### config.mk
export PLATFORM = sky130hd
export DESIGN_NAME = seg_scan_driver
export DESIGN_NICKNAME = d
export VERILOG_FILES = /design/src/rtl/seg_scan_driver.sv
export SDC_FILE = /design/constraint.sdc
export NUM_CORES = 1
export LEC_CHECK = 0
export CORE_MARGIN = 1.5
export CORE_UTILIZATION = 52
export CTS_CLUSTER_DIAMETER = 150
export DETAILED_ROUTE_END_ITERATION = 10
export PLACE_DENSITY = 0.76
export SLEW_MARGIN = 5
export SYNTH_ARGS = -nofsm -noshare
export SYNTH_HDL_FRONTEND = slang
export SYNTH_SLANG_ARGS = --single-unit
### constraint.sdc
create_clock -name clk -period 2.8 [get_ports clk]
set_input_delay 0.56 -clock clk [delete_from_list [all_inputs] [get_ports clk]]
set_output_delay 0.56 -clock clk [all_outputs]
set_load 0.02 [all_outputs]
### src/rtl/seg_scan_driver.sv
// Multiplexed seven-segment driver: captures a binary value, converts it to BCD
// with a sequential double-dabble engine and scans the digits onto common-anode pins.
module seg_scan_driver #(
    parameter int DIGITS      = 4,
    parameter int WIDTH       = 14,
    parameter int REFRESH_DIV = 100000
) (
    input  logic              clk,
    input  logic              rst,
    input  logic [WIDTH-1:0]  value,
    input  logic              load,
    input  logic [DIGITS-1:0] dp_mask,
    input  logic              blank_lz,
    output logic              busy,
    output logic              overflow,
    output logic [DIGITS-1:0] an,
    output logic [7:0]        seg
);

    localparam int BW   = 4 * DIGITS;
    localparam int CW   = $clog2(WIDTH + 1);
    localparam int DIVW = $clog2(REFRESH_DIV);
    localparam int IDXW = (DIGITS > 1) ? $clog2(DIGITS) : 1;

    function automatic logic [63:0] pow10(input int n);
        logic [63:0] r;
        r = 64'd1;
        for (int k = 0; k < n; k++) r = r * 64'd10;
        return r;
    endfunction

    localparam logic [63:0] LIMIT = pow10(DIGITS);

    // Segment order a..g, active-low.
    function automatic logic [6:0] glyph(input logic [3:0] d);
        case (d)
            4'd0:    glyph = 7'b0000001;
            4'd1:    glyph = 7'b1001111;
            4'd2:    glyph = 7'b0010010;
            4'd3:    glyph = 7'b0000110;
            4'd4:    glyph = 7'b1001100;
            4'd5:    glyph = 7'b0100100;
            4'd6:    glyph = 7'b0100000;
            4'd7:    glyph = 7'b0001111;
            4'd8:    glyph = 7'b0000000;
            4'd9:    glyph = 7'b0000100;
            default: glyph = 7'b1111111;
        endcase
    endfunction

    typedef enum logic [1:0] {IDLE, SHIFT, COMMIT} state_t;

    state_t            state_q;
    logic [WIDTH-1:0]  binReg_q;
    logic [BW-1:0]     bcdReg_q;
    logic [CW-1:0]     cnt_q;
    logic              ovfPend_q;
    logic              busy_q;
    logic [BW-1:0]     dispBcd_q;
    logic              dispOvf_q;
    logic [DIVW-1:0]   div_q;
    logic [IDXW-1:0]   idx_q;
    logic [DIGITS-1:0] an_q, an_d;
    logic [7:0]        seg_q, seg_d;

    logic [BW-1:0]     bcdAdj;
    logic [BW-1:0]     bcdReg_d;
    logic [WIDTH-1:0]  binReg_d;

    always_comb begin
        bcdAdj = bcdReg_q;
        for (int k = 0; k < DIGITS; k++) begin
            if (bcdReg_q[4*k +: 4] >= 4'd5)
                bcdAdj[4*k +: 4] = bcdReg_q[4*k +: 4] + 4'd3;
        end
        {bcdReg_d, binReg_d} = {bcdAdj, binReg_q} << 1;
    end

    // Display registers change only in COMMIT, so the scan never sees a half-converted value.
    always_ff @(posedge clk or posedge rst) begin
        if (rst) begin
            state_q   <= IDLE;
            binReg_q  <= '0;
            bcdReg_q  <= '0;
            cnt_q     <= '0;
            ovfPend_q <= 1'b0;
            busy_q    <= 1'b0;
            dispBcd_q <= '0;
            dispOvf_q <= 1'b0;
        end else begin
            case (state_q)
                IDLE: begin
                    if (load) begin
                        binReg_q  <= value;
                        bcdReg_q  <= '0;
                        ovfPend_q <= ({{(64-WIDTH){1'b0}}, value} >= LIMIT);
                        cnt_q     <= CW'(WIDTH);
                        busy_q    <= 1'b1;
                        state_q   <= SHIFT;
                    end
                end
                SHIFT: begin
                    bcdReg_q <= bcdReg_d;
                    binReg_q <= binReg_d;
                    cnt_q    <= cnt_q - CW'(1);
                    if (cnt_q == CW'(1))
                        state_q <= COMMIT;
                end
                COMMIT: begin
                    dispBcd_q <= bcdReg_q;
                    dispOvf_q <= ovfPend_q;
                    busy_q    <= 1'b0;
                    state_q   <= IDLE;
                end
                default: state_q <= IDLE;
            endcase
        end
    end

    always_ff @(posedge clk or posedge rst) begin
        if (rst) begin
            div_q <= '0;
            idx_q <= '0;
        end else if (div_q == DIVW'(REFRESH_DIV - 1)) begin
            div_q <= '0;
            idx_q <= (idx_q == IDXW'(DIGITS - 1)) ? '0 : idx_q + IDXW'(1);
        end else begin
            div_q <= div_q + DIVW'(1);
        end
    end

    // Leading-zero test covers the scanned digit and everything to its left.
    always_comb begin
        logic       upperZero;
        logic [6:0] g;
        upperZero = 1'b1;
        for (int k = 0; k < DIGITS; k++) begin
            if (k >= int'(idx_q) && dispBcd_q[4*k +: 4] != 4'd0)
                upperZero = 1'b0;
        end
        if (dispOvf_q)
            g = 7'b1111110;
        else if (blank_lz && idx_q != '0 && upperZero)
            g = 7'b1111111;
        else
            g = glyph(dispBcd_q[4*idx_q +: 4]);
        seg_d = {g, ~dp_mask[idx_q]};
        an_d  = ~(DIGITS'(1) << idx_q);
    end

    always_ff @(posedge clk or posedge rst) begin
        if (rst) begin
            an_q  <= '1;
            seg_q <= 8'hFF;
        end else begin
            an_q  <= an_d;
            seg_q <= seg_d;
        end
    end

    assign busy     = busy_q;
    assign overflow = dispOvf_q;
    assign an       = an_q;
    assign seg      = seg_q;

endmodule

* Word-level counts from Yosys, hierarchy flattened
Memory sizes are Yosys's and may differ from the RTL's.
Cells that the tools add are included.
** Word-level totals
- Bits in registers :: 86
- Output and inout port bits :: 14
- ROM bits :: 112
- Word-level logic and storage cells :: 82
- Bits of input ports :: 22
- Memories kept :: 1
** Memories
- (name not given) :: words 16, bits a word 7, read ports 1, clocked after memory_dff 0, wr ports 0, RTL line 36 : case (d)
** Cells by class
- Add/sub/neg operators :: 7
- Reduce and logical (&&, ||, !) cells :: 17
- Multiplexer cells :: 25
- Bitwise logic cells :: 2
- Eq/ne operators :: 7
- Shift-type cells :: 2
- Order comparisons :: 9
** Operators with widths (number)
- 16-bit one-hot mux with 2 select lines :: 1
- 14-bit one-hot mux with 2 select lines :: 1
- 17-bit by 1-bit adder with 17-bit output (second input constant) :: 1
- 17-bit equality test (second input constant) :: 1
- 17-bit two-way mux :: 1
- 4-bit by 3-bit greater-or-equal comparator with 1-bit output (second input constant) :: 4
- 16-bit two-way mux :: 1
- 4-bit two-way mux :: 4
- 4-bit nonzero test :: 4
- 16-bit by 5-bit variable part select with 4-bit output :: 1
- 14-bit greater-or-equal comparator (second input constant) :: 1
- 14-bit two-way mux :: 1
- 7-bit two-way mux :: 2
- 4-bit by 2-bit adder with 4-bit output (second input constant) :: 3
- 4-bit one-hot mux with 2 select lines :: 1
- 2-bit AND reduction :: 4
- 1-bit two-way mux :: 6
- 2-bit two-way mux :: 3
- 2-bit nonzero test :: 3
- 1-bit logical AND :: 5
- 2-bit equality test (second input constant) :: 2
- 4-bit by 1-bit equality test with 1-bit output (second input constant) :: 1
- 1-bit by 2-bit greater-or-equal comparator with 1-bit output (first input constant) :: 2
- 2-bit != test (second input constant) :: 2
- other kinds (14) :: 14

* Longest topological paths before layout
- Depth after elaboration :: 9
- Gate-level depth with buffers :: 8
- Gate-level depth less buffers :: 7

* Least setup slack after synthesis
No wires, ideal clock.
- Path kind :: reg2reg
- From :: register idx_q[0]
- To :: register seg_q[3] (netlist: seg[3])
- Library setup time :: 0.092 ns
- Arrival :: 1.863 ns
- Stages on the path, launching flop included :: 9
- Buffers on the path :: 1
- Required time :: 2.708 ns
- Period minus slack after synthesis :: 1.955 ns
- Path slack :: 0.845 ns
- Cell sequence :: dfrtp_1 buf_6 mux4_1 inv_1 ha_1 inv_1 mux2_4 mux2i_1 nand2_1
** Between the ends
- Cells in the longest elaborated chain, start to end :: 9
- Elaborated cells on any way between the ends :: 17
- Those cells by class :: order compare (3); shift (1); mux (6); reduce/logical (6); memory (1)
** RTL lines
- start: declaration :: RTL line 62 : logic [IDXW-1:0] idx_q;
- start signal: assignment :: RTL line 126 : idx_q <= (idx_q == IDXW'(DIGITS - 1)) ? '0 : idx_q + IDXW'(1);
- branches (longest 7 deep; another with memory read 16 x 7 bit)
- 7-bit two-way mux (*) :: RTL line 143 : else if (blank_lz && idx_q != '0 && upperZero)
- 7-bit two-way mux (*) :: RTL line 141 : if (dispOvf_q)
- named net seg_d[3] :: RTL line 64 : logic [7:0] seg_q, seg_d;
- end signal: assignment :: RTL line 157 : seg_q <= seg_d;
- end: declaration :: RTL line 64
Mark *: on every way through the listed nets, which the timed path passes.
A chain may end at the register's enable or synchronous reset.

* Worst setup path after layout
Ends and elaborated chain as after synthesis.

==> reports/qor.yml <==
layout_commonest_cell: "dfrtp_1"
place_area_um2: 4680
fmax_ghz: 0.454
hold_viol: 0
max_cap_violations: 0
nFillCells: 645
yosysUniqueCellTypes: 51
status: "finished clean"
synth_seq_area_share_pct: 51.2
pre_cts_ws_ns: 0.626
area_growth_pct: 15.5
slowest_stage: "mux4_1"
period_needed_ns: 2.20
avgSynthCellArea_um2: 10.5
cp.required_ns: 3.06
dieHeight_um: 93.2
arrival_ns: 2.47
clk_pin_slew_ns: 0.08
stdcell_area_um2: 4890
mappedNetlistNets: 447
power.density_nw_per_um2: 870
skew_ns: 0.00780
viasPerCell: 5.55
cts_max_level: 3
vdd_drop_max_mv: 0.525
tightest_slew_ns: 0.988
synth_top_flop_cell: "dfrtp_1"
relSlewSlack_pct: 34.1
final_cells: 542
cts_sinks: 86
tritoncts: "yes"
setup_viol: 0
synth_top_area_cell: "dfrtp_1"
drc: 0
clk_latency_ns: 0.35
grt_max_degree: 57
hpwl_um: 5190
synth_area_leaders: "dfrtp_1, dfstp_2, ha_1, nand2_1, o21ai_0"
cts_resized: 0
first_pass_iters: 5
p_leak_nw: 2.15
syn_inst: 403
vias: 3009
grt_pass1_vias: 2853
die_w_um: 93.2
worst_slack_ns: 0.596
drt-initial-drc-count: 107
yosys_warnings: 0
crit_path_frequent_cell: "inv_1"
hold_buffers: 0
die-area_um2: 8690
fin_crit_sh_pct: 78.7
ios: 36
final_cell_mix: "dfrtp_1, nand2_1, clkdlybuf4s50_1"
path_delay_family: "multiplexers"
n_antenna_cell: 0
gp_congestion: 0.817
ant_nets: 0
rsz0062_at_grt: "false"
critPathMaxStageDelay_ns: 0.71
core_area_um2: 7810
dp_cells: 526
end_kind: "register"
path_cells: "mux4_1, inv_1, ha_1, inv_1, mux2_4, mux2i_1, nand2_1"
routed_wl_um: 7380
min_path_type: "reg -> reg"
slew_violations: 0
critPathMaxFanout: 11
drive_above_1_share_pct: 11.4
grt_pass1_wl_um: 13000
rows: 32
path_class: "reg -> reg"
syn_area_um2: 4230
synth_edf_count: 0
grt-ovfl-total: 0
cts-root-buf: "clkbuf_8"
cts_max_path_buffers: 2
synth_top_cell_area_share_pct: 43.8
post_drt_wl_per_cell_um: 13.6
numPortBuffers: 35
antenna_found_initial: 0
gr-usage-all-layers_pct: 19.2
path_buf_inv: 2
async_flop_share_pct: 100
critical_path.startpoint_type: "register"
ys_ff_latch: 86
cts_buffers: 9
fin_nets: 479
finalSetupTns_ns: 0
postCtsSetupBuffers: 0
start_util_pct: 54.2
cell families after synthesis:
family / Yosys count / share of synthesized area, %
mux: 22 / 7.42
simple gates: 129 / 14.7
flops: 86 / 51.2
compound gates: 80 / 11.8
xor+xnor: 20 / 4.14
buf+inv: 44 / 4.23
fa+ha+maj: 22 / 6.50
worst reg2reg max path, delay by kind of cell, from the launching register on:
family | cells | cell delay (ns)
multiplexers | 3 | 1.07
adder cells (fa/ha/maj) | 1 | 0.16
flip-flops | 1 | 0.61
buffers and inverters | 2 | 0.21
AND/OR/NAND/NOR | 1 | 0.06
area by class of cell:
type	instances	area (µm²)	area share [%]
inverter	25	95.1	1.95
tap	102	128	2.61
sequential	86	2170	44.4
clock inverter	4	72.6	1.49
multi-input combinational	273	1890	38.6
timing repair buffer	40	400	8.19
clock buffer	12	135	2.77
power breakdown:
part	internal, W	switching [W]	leakage, nW
Combinational	0.000684	0.000788	0.975
Clock	0.000502	0.000419	0.101
Sequential	0.00162	0.000242	1.07
Total	0.00280	0.00145	2.15
sequential cells by signal, indices dropped and copies added, names as in the netlist:
signal	flops
an	4
bcdReg_q	16
binReg_q	14
busy	1
cnt_q	4
dispBcd_q	16
div_q	17
idx_q	2
overflow	1
ovfPend_q	1
seg	8
state_q	2
metal layers:
metal / wire [µm] / global-route usage, % / vias to the layer above
li1: - / - / 1468
met1: 3510 / 26.2 / 1462
met2: 3430 / 29.7 / 68
met3: 317 / 3.98 / 11
met4: 125 / 8.59 / 0
met5: 0 / 0 / -
synth_stat cells (6+ instances only):
cell type   n
xnor2_1    14
a31oi_1    13
nor2b_1     7
o22ai_1     6
nand2_1    47
clkbuf_1   13
o21ai_0    28
nand4_1     7
inv_1      25
mux2_2     12
nand2b_1    7
ha_1       22
nor2_1     28
xor2_1      6
nand3_1     8
dfstp_2    12
a21oi_1    12
dfrtp_1    74
metrics by stage:
| stage | hold WS [ns] | utilization [%] | total power [W] |
|---|---|---|---|
| floorplan | 0.442 | - | 0.00295 |
| global placement | 0.456 | 59.9 | 0.00329 |
| detailed placement | 0.463 | 59.9 | 0.00336 |
| CTS | 0.486 | 62.6 | 0.00429 |
| global route | 0.522 | 62.6 | 0.00459 |
| finish | 0.487 | 62.6 | 0.00425 |
worst paths after layout:
check | from | to | slack [ns] | depth (start not counted)
setup / recovery | idx_q[0] | seg[3] | 0.60 | 7
min in group asynchronous | rst | busy | 0.56 | 2
setup reg to reg | idx_q[0] | seg[3] | 0.60 | 7
max in group asynchronous | rst | seg[1] | 1.53 | 3
hold reg to reg | overflow | seg[1] | 0.49 | 1
hold / removal | overflow | seg[1] | 0.49 | 1
Power figures use the tool's default switching activity.
